==> src/rtl/imem_arb_pkg.sv <==
// imem_arb_pkg: shared types and constants for the instruction-RAM arbiter.
package imem_arb_pkg;

    // Arbiter FSM: IDLE (nothing owned), ISSUE (owner locked, RAM busy),
    // WAIT (strobe accepted, waiting for the RAM acknowledge).
    typedef enum logic [1:0] {
        IDLE  = 2'd0,
        ISSUE = 2'd1,
        WAIT  = 2'd2
    } imem_arb_state_t;

    // Requester that owns the current transfer.
    typedef enum logic {
        OWN_IF = 1'b0,
        OWN_LD = 1'b1
    } imem_arb_owner_t;

    // Byte enables used for every fetch and every loader read.
    localparam logic [3:0] IMEM_ARB_FULL_BE = 4'hF;

endpackage

==> src/rtl/imem_arbiter.sv <==
// imem_arbiter: shares the single-port instruction RAM between the core
// fetch port and the debug/loader bus, one outstanding transfer at a time.
// Optional feature: define IMEM_ARB_AGING_EN to let a starved loader win the
// arbitration after p_starve_max lost rounds; otherwise fetch always wins.
//
// Handshake: each requester raises req with stable address/data and holds it
// until its one-cycle ack; the RAM takes a strobe in any cycle where
// i_mem_busy is low and answers with a one-cycle i_mem_ack one or more
// cycles later. o_dbg_state exposes the FSM state for observation.
module imem_arbiter
    import imem_arb_pkg::*;
#(
    parameter int p_starve_max = 4
) (
    input  logic            i_clk,
    input  logic            i_rst,
    // fetch port
    input  logic            i_if_req,
    input  logic [31:2]     i_if_addr,
    output logic [31:0]     o_if_rdata,
    output logic            o_if_ack,
    // loader port
    input  logic            i_ld_req,
    input  logic            i_ld_wr,
    input  logic [31:2]     i_ld_addr,
    input  logic [3:0]      i_ld_be,
    input  logic [31:0]     i_ld_wdata,
    output logic [31:0]     o_ld_rdata,
    output logic            o_ld_ack,
    // RAM request
    output logic [31:2]     o_mem_addr,
    output logic [3:0]      o_mem_be,
    output logic            o_mem_wr_en,
    output logic [31:0]     o_mem_wr_data,
    output logic            o_mem_rd_en,
    // RAM response
    input  logic [31:0]     i_mem_rd_data,
    input  logic            i_mem_busy,
    input  logic            i_mem_ack,
    // status
    output logic            o_ld_active,
    output imem_arb_state_t o_dbg_state
);

    imem_arb_state_t r_state;
    imem_arb_state_t w_next_state;
    imem_arb_owner_t r_owner;

    // Request captured at grant; replayed in ISSUE and held during WAIT.
    logic [31:2] r_addr;
    logic [3:0]  r_be;
    logic [31:0] r_wdata;
    logic        r_wr;

    logic        w_any_req;
    logic        w_grant;
    logic        w_ld_wins;
    logic        w_force_ld;
    logic [31:2] w_req_addr;
    logic [3:0]  w_req_be;
    logic [31:0] w_req_wdata;
    logic        w_req_wr;

    assign w_any_req = i_if_req | i_ld_req;
    assign w_grant   = (r_state == IDLE) && w_any_req;
    assign w_ld_wins = i_ld_req && (!i_if_req || w_force_ld);

    // Winner's request as it would be presented to the RAM this cycle.
    assign w_req_wr    = w_ld_wins && i_ld_wr;
    assign w_req_addr  = w_ld_wins ? i_ld_addr : i_if_addr;
    assign w_req_be    = w_req_wr ? i_ld_be : IMEM_ARB_FULL_BE;
    assign w_req_wdata = w_ld_wins ? i_ld_wdata : r_wdata;

`ifdef IMEM_ARB_AGING_EN
    localparam int CNT_W = (p_starve_max < 1) ? 1 : $clog2(p_starve_max + 1);
    localparam logic [CNT_W-1:0] STARVE_MAX = CNT_W'(p_starve_max);

    logic [CNT_W-1:0] r_starve;

    assign w_force_ld = (r_starve >= STARVE_MAX);

    // Count arbitrations the requesting loader loses; clear on a loader grant.
    always_ff @(posedge i_clk) begin
        if (i_rst) begin
            r_starve <= '0;
        end else if (w_grant) begin
            if (w_ld_wins) begin
                r_starve <= '0;
            end else if (i_ld_req && (r_starve != STARVE_MAX)) begin
                r_starve <= r_starve + 1'b1;
            end
        end
    end
`else
    logic w_unused_cfg;

    assign w_force_ld   = 1'b0;
    assign w_unused_cfg = (p_starve_max > 0);
`endif

    // State register.
    always_ff @(posedge i_clk) begin
        if (i_rst) begin
            r_state <= IDLE;
        end else begin
            r_state <= w_next_state;
        end
    end

    // Next-state logic: grant in IDLE, stall in ISSUE, wait for the RAM ack.
    always_comb begin
        w_next_state = r_state;
        unique case (r_state)
            IDLE: begin
                if (w_any_req) begin
                    w_next_state = i_mem_busy ? ISSUE : WAIT;
                end
            end
            ISSUE: begin
                if (!i_mem_busy) begin
                    w_next_state = WAIT;
                end
            end
            WAIT: begin
                if (i_mem_ack) begin
                    w_next_state = IDLE;
                end
            end
            default: w_next_state = IDLE;
        endcase
    end

    // Owner and request capture at grant time.
    always_ff @(posedge i_clk) begin
        if (i_rst) begin
            r_owner <= OWN_IF;
            r_addr  <= '0;
            r_be    <= '0;
            r_wdata <= '0;
            r_wr    <= 1'b0;
        end else if (w_grant) begin
            r_owner <= w_ld_wins ? OWN_LD : OWN_IF;
            r_addr  <= w_req_addr;
            r_be    <= w_req_be;
            r_wdata <= w_req_wdata;
            r_wr    <= w_req_wr;
        end
    end

    // Outputs: RAM strobes, ack/rdata routing to the owner, loader status.
    always_comb begin
        o_mem_addr    = r_addr;
        o_mem_be      = r_be;
        o_mem_wr_data = r_wdata;
        o_mem_wr_en   = 1'b0;
        o_mem_rd_en   = 1'b0;
        o_if_ack      = 1'b0;
        o_if_rdata    = '0;
        o_ld_ack      = 1'b0;
        o_ld_rdata    = '0;
        o_ld_active   = 1'b0;
        if (i_rst) begin
            o_mem_addr    = '0;
            o_mem_be      = '0;
            o_mem_wr_data = '0;
        end else begin
            unique case (r_state)
                IDLE: begin
                    if (w_any_req) begin
                        o_mem_addr    = w_req_addr;
                        o_mem_be      = w_req_be;
                        o_mem_wr_data = w_req_wdata;
                        o_mem_wr_en   = w_req_wr;
                        o_mem_rd_en   = !w_req_wr;
                        o_ld_active   = w_ld_wins;
                    end
                end
                ISSUE: begin
                    o_mem_wr_en = r_wr;
                    o_mem_rd_en = !r_wr;
                    o_ld_active = (r_owner == OWN_LD);
                end
                WAIT: begin
                    o_ld_active = (r_owner == OWN_LD);
                    if (i_mem_ack) begin
                        if (r_owner == OWN_LD) begin
                            o_ld_ack   = 1'b1;
                            o_ld_rdata = i_mem_rd_data;
                        end else begin
                            o_if_ack   = 1'b1;
                            o_if_rdata = i_mem_rd_data;
                        end
                    end
                end
                default: begin
                    o_mem_wr_en = 1'b0;
                end
            endcase
        end
    end

    assign o_dbg_state = r_state;

endmodule

==> config.mk <==
export PLATFORM = sky130hd
export DESIGN_NAME = imem_arbiter
export DESIGN_NICKNAME = d
export VERILOG_FILES = /design/src/rtl/imem_arb_pkg.sv /design/src/rtl/imem_arbiter.sv
export SDC_FILE = /design/constraint.sdc
export NUM_CORES = 1
export LEC_CHECK = 0
export CORE_MARGIN = 2
export CORE_UTILIZATION = 35
export DETAILED_ROUTE_END_ITERATION = 8
export PLACE_DENSITY = 0.85
export SYNTH_ARGS = -nofsm -noshare
export SYNTH_HDL_FRONTEND = slang
export SYNTH_SLANG_ARGS = --single-unit
==> constraint.sdc <==
create_clock -name i_clk -period 1.9 [get_ports i_clk]
set_clock_uncertainty 0.1 [all_clocks]
set_input_delay 0.285 -clock i_clk [delete_from_list [all_inputs] [get_ports i_clk]]
set_output_delay 0.285 -clock i_clk [all_outputs]
set_load 0.01 [all_outputs]
==> metrics.md, run 1 <==
| Metric | Value |
|---|---|
| Hold wc startpoint | i_rst |
| Setup CP Type | reg -> out |
| Pre-CTS setup slack | -858.2 ps |
| Starting Density | 35.80% |
| Final Hold Vio Count | 0 |
| Sequential Power Share | 31.1% |
| Largest net degree at the start of global routing | 64 |
| DRT Pass-1 Iters | 4 |
| Worst min path class | in -> reg |
| Internal cell power | 3.704 mW |
| Hold endpoint | r_owner$_SDFFE_PP0P_ |
| Cell variety after synth | 30 |
| Leak | 3.628 nW |
| Synth warnings | 0 |
| Sequential-to-total area share from yosys stat | 38.26% |
| Utilization after layout | 83.45% |
| Most frequent cell after synthesis | dfxtp_1 |
| DP Wirelength | 11.10 mm |
| Fraction of layout cells with a size suffix above 1 | 56.13% |
| Die W | 106.3 µm |
| Syn Nets | 618 |
| Deepest clock path buffer count | 2 |
| Mean Syn Cell Area | 7.646 µm² |
| WL final | 19.69 mm |
| Comb pwr share | 44.3% |
| Synth cell count leaders | dfxtp_1, a21oi_1, nand2_1 |
| PD cells | 653.1 mW/mm² |
| Detailed-route DRC error count | 0 |
| Critical Path Source Type | flip-flop |
| Vias per cell | 5.477 |
| Slowest-stage cell, CP | dfxtp_2 |
| Total die area | 0.01130 mm² |
| # rows | 37 |
| Initial antenna violation count | 2 |
| Worst relative slew slack | 59.14% |
| CP cell instances | inv_2, ha_4, buf_6, nand3b_1, buf_4, clkbuf_16, nand2_2, a21oi_2, buf_2 |
| Gr usage total | 29.23% |
| Period Utilization, post-route | 120.6% |
| Crit path capture type | output pin |
| Post-route cell area | 0.008538 mm² |
| Remaining Overflow, GRT | 0 |
| Fin crit period | 2291 ps |
| EDFF count, synth | 0 |
| Final setup vio count | 135 |
| Vias in the first global route | 5,235 |
| Req. time, crit path | 1510 ps |
| TritonCTS buffer count | 9 |
| CTS Root Cell | clkbuf_8 |
| Critical path arrival | 1910 ps |
| Peak supply drop | 0.0005312 V |
| CTS tree | done |
| Slew @ Worst Pin | 612.9 ps |
| R2R depth | 8 |
| Synth Flop Type | dfxtp_1 |
| Area contributors post-synth | dfxtp_1, a211oi_1, and2_1 |
| Setup ws final | -391.4 ps |
| Peak Freq | 436.4 MHz |
| Register bit total from synthesis | 70 |
| Clk network pwr share | 24.6% |
| H-tree depth | 3 |
| Via Count | 5,395 |
| Unrepaired setup endpoints after global routing | true |
| Iter 0 DRT Violations | 267 |
| Clock Sinks | 70 |
| Post-Syn Area | 0.003662 mm² |
| Design Power | 5.576 mW |
| GP Congestion | 0.8544 |
| Hold path cells | 3 |
| First-pass GRT wire length | 26.52 mm |
| Synth top area share | 38.26% |
| Die H | 106.3 µm |
| Filler cells | 534 |
| Status | finished with violations |
| Failing checks | negative setup slack |
| Pins Over Slew Limit | 0 |
| Internal reg-to-reg setup slack | 70 ps |
| Port buffer count | 271 |
| Crit path max fanout | 8 |
| Cell taking the most area after synthesis | dfxtp_1 |
| Synth Instances | 479 |
| RR Startpoint | o_dbg_state[0]$_SDFFE_PP0P_ |
| Worst-Skew Late Latency | 330 ps |
| Area Growth Syn to Fin | 133.1% |
| MaxCap Viol Count | 0 |
| Placed cell areas | 0.007079 mm² |
| Wirelength per Cell | 19.99 µm |
| CTS clock-pin slew for the worst setup and hold paths | 80 ps |
| Antenna-violating nets left | 0 |
| Net Switching | 1.872 mW |
| Num ports | 272 |
| Hold Buf Count CTS | 0 |
| Switch share | 33.58% |
| Core ar. | 0.01023 mm² |
| Async S/R FF share, synth | 0% |
| Layout Nets | 982 |
| CP peak stage delay | 340 ps |
| R2R Path End | o_dbg_state[1]$_SDFFE_PP0P_ |
| Hold_ws | 347.4 ps |
-- cells by family (layout without fill, tap and decap cells) --
kind of cell,after synthesis,after routing,synth area share [%]
and+or+nand+nor,184,184,24.56
AOI/OAI and AO/OA,171,171,29.21
DFF,70,70,38.26
buffers and inverters,50,419,6.594
adders and majority gates,4,4,1.367
other,0,1,0
-- metal layers --
metal | global-route usage (%) | wire length [µm] | vias up | part of all wire [%]
met2 | 51.74 | 10300 | 284 | 52
met1 | 32.79 | 7126 | 2614 | 36
met4 | 10.90 | 674 | 2 | 3.4
met3 | 9.013 | 1584 | 64 | 8.0
li1 | - | - | 2431 | -
met5 | 0 | 7 | - | 0.036
-- cell type report --
cell class                 instances  area [µm²]  share of cell area (%)
timing repair buffer             399        3921                   45.93
multi-input combinational        359        2801                   32.81
sequential                        70        1404                   16.44
tap                              136       170.2                   1.993
clock buffer                      11       141.4                   1.656
clock inverter                     5       82.58                  0.9672
inverter                           4       15.01                  0.1758
antenna                            1       2.502                 0.02931
-- state kept, by name (all words and copies together), names as in the netlist --
signal,count
r_wdata,32
r_addr,30
r_be,4
o_dbg_state,2
r_owner,1
r_wr,1
-- critical path: cells and delay by family, from the launching register on --
kind                       cells  cell delay (ps)
adders and majority gates      1              180
AOI/OAI and AO/OA              1              180
buffers and inverters          5              650
and+or+nand+nor                2              220
DFF                            1              340
-- power groups by stage --
stage / Sequential, mW / Clock (mW) / Combinational [mW]
2_1_floorplan: 1.70 / 0 / 0.770
3_3_place_gp: 1.70 / 0 / 1.76
3_5_place_dp: 1.71 / 0 / 1.81
4_1_cts: 1.70 / 1.37 / 2.12
5_1_grt: 1.74 / 1.44 / 2.60
6_report: 1.73 / 1.37 / 2.47
-- placed cells by master, fill, tap and decap left out, types with 11 or more instances in the layout --
cell type,synthesis,final
a211oi_1,60,32
a211oi_2,0,27
a21oi_1,69,37
a21oi_2,0,32
and2_4,0,64
buf_12,0,14
buf_2,11,68
buf_4,10,83
buf_6,0,84
clkdlybuf4s50_1,0,133
dfxtp_1,70,68
nand2_1,66,33
nand2_2,0,24
nor2_1,41,17
nor2_2,0,11
nor2_4,0,13
o22ai_1,34,30
-- worst max path at each step --
| stage | from | to |
|---|---|---|
| finish | o_dbg_state[0]$_SDFFE_PP0P_ | o_mem_wr_data[9] |
| global route | o_dbg_state[0]$_SDFFE_PP0P_ | o_mem_wr_data[9] |
| CTS | o_dbg_state[0]$_SDFFE_PP0P_ | o_mem_wr_data[9] |
| global placement | i_if_req | o_mem_addr[12] |
| detailed placement | i_if_req | o_mem_addr[12] |
| floorplan | o_dbg_state[0]$_SDFFE_PP0P_ | o_mem_addr[10] |
-- repair_timing --
item / CTS / global route
setup endpoints to repair: 135 / 136
pin swaps: 61 / 57
resized for setup: 758 / 134
buffers inserted: 13 / 12
gates cloned: 12 / 5
-- metrics by stage --
| step | TNS [ps] | std cells |
|---|---|---|
| finish | -36200 | 985 |
| global route | -43530 | 985 |
| CTS | -32810 | 969 |
| detailed placement | -72620 | 928 |
| global placement | -66370 | 928 |
| floorplan | 0 | 479 |
Power figures use the tool's default switching activity.
==> run 2, diff against run 1 <==
RECOVER_POWER = 25   (was not set)
==> results of run 2 <==
Same layout as run 1: the final DEF is identical, and so are final timing and power.
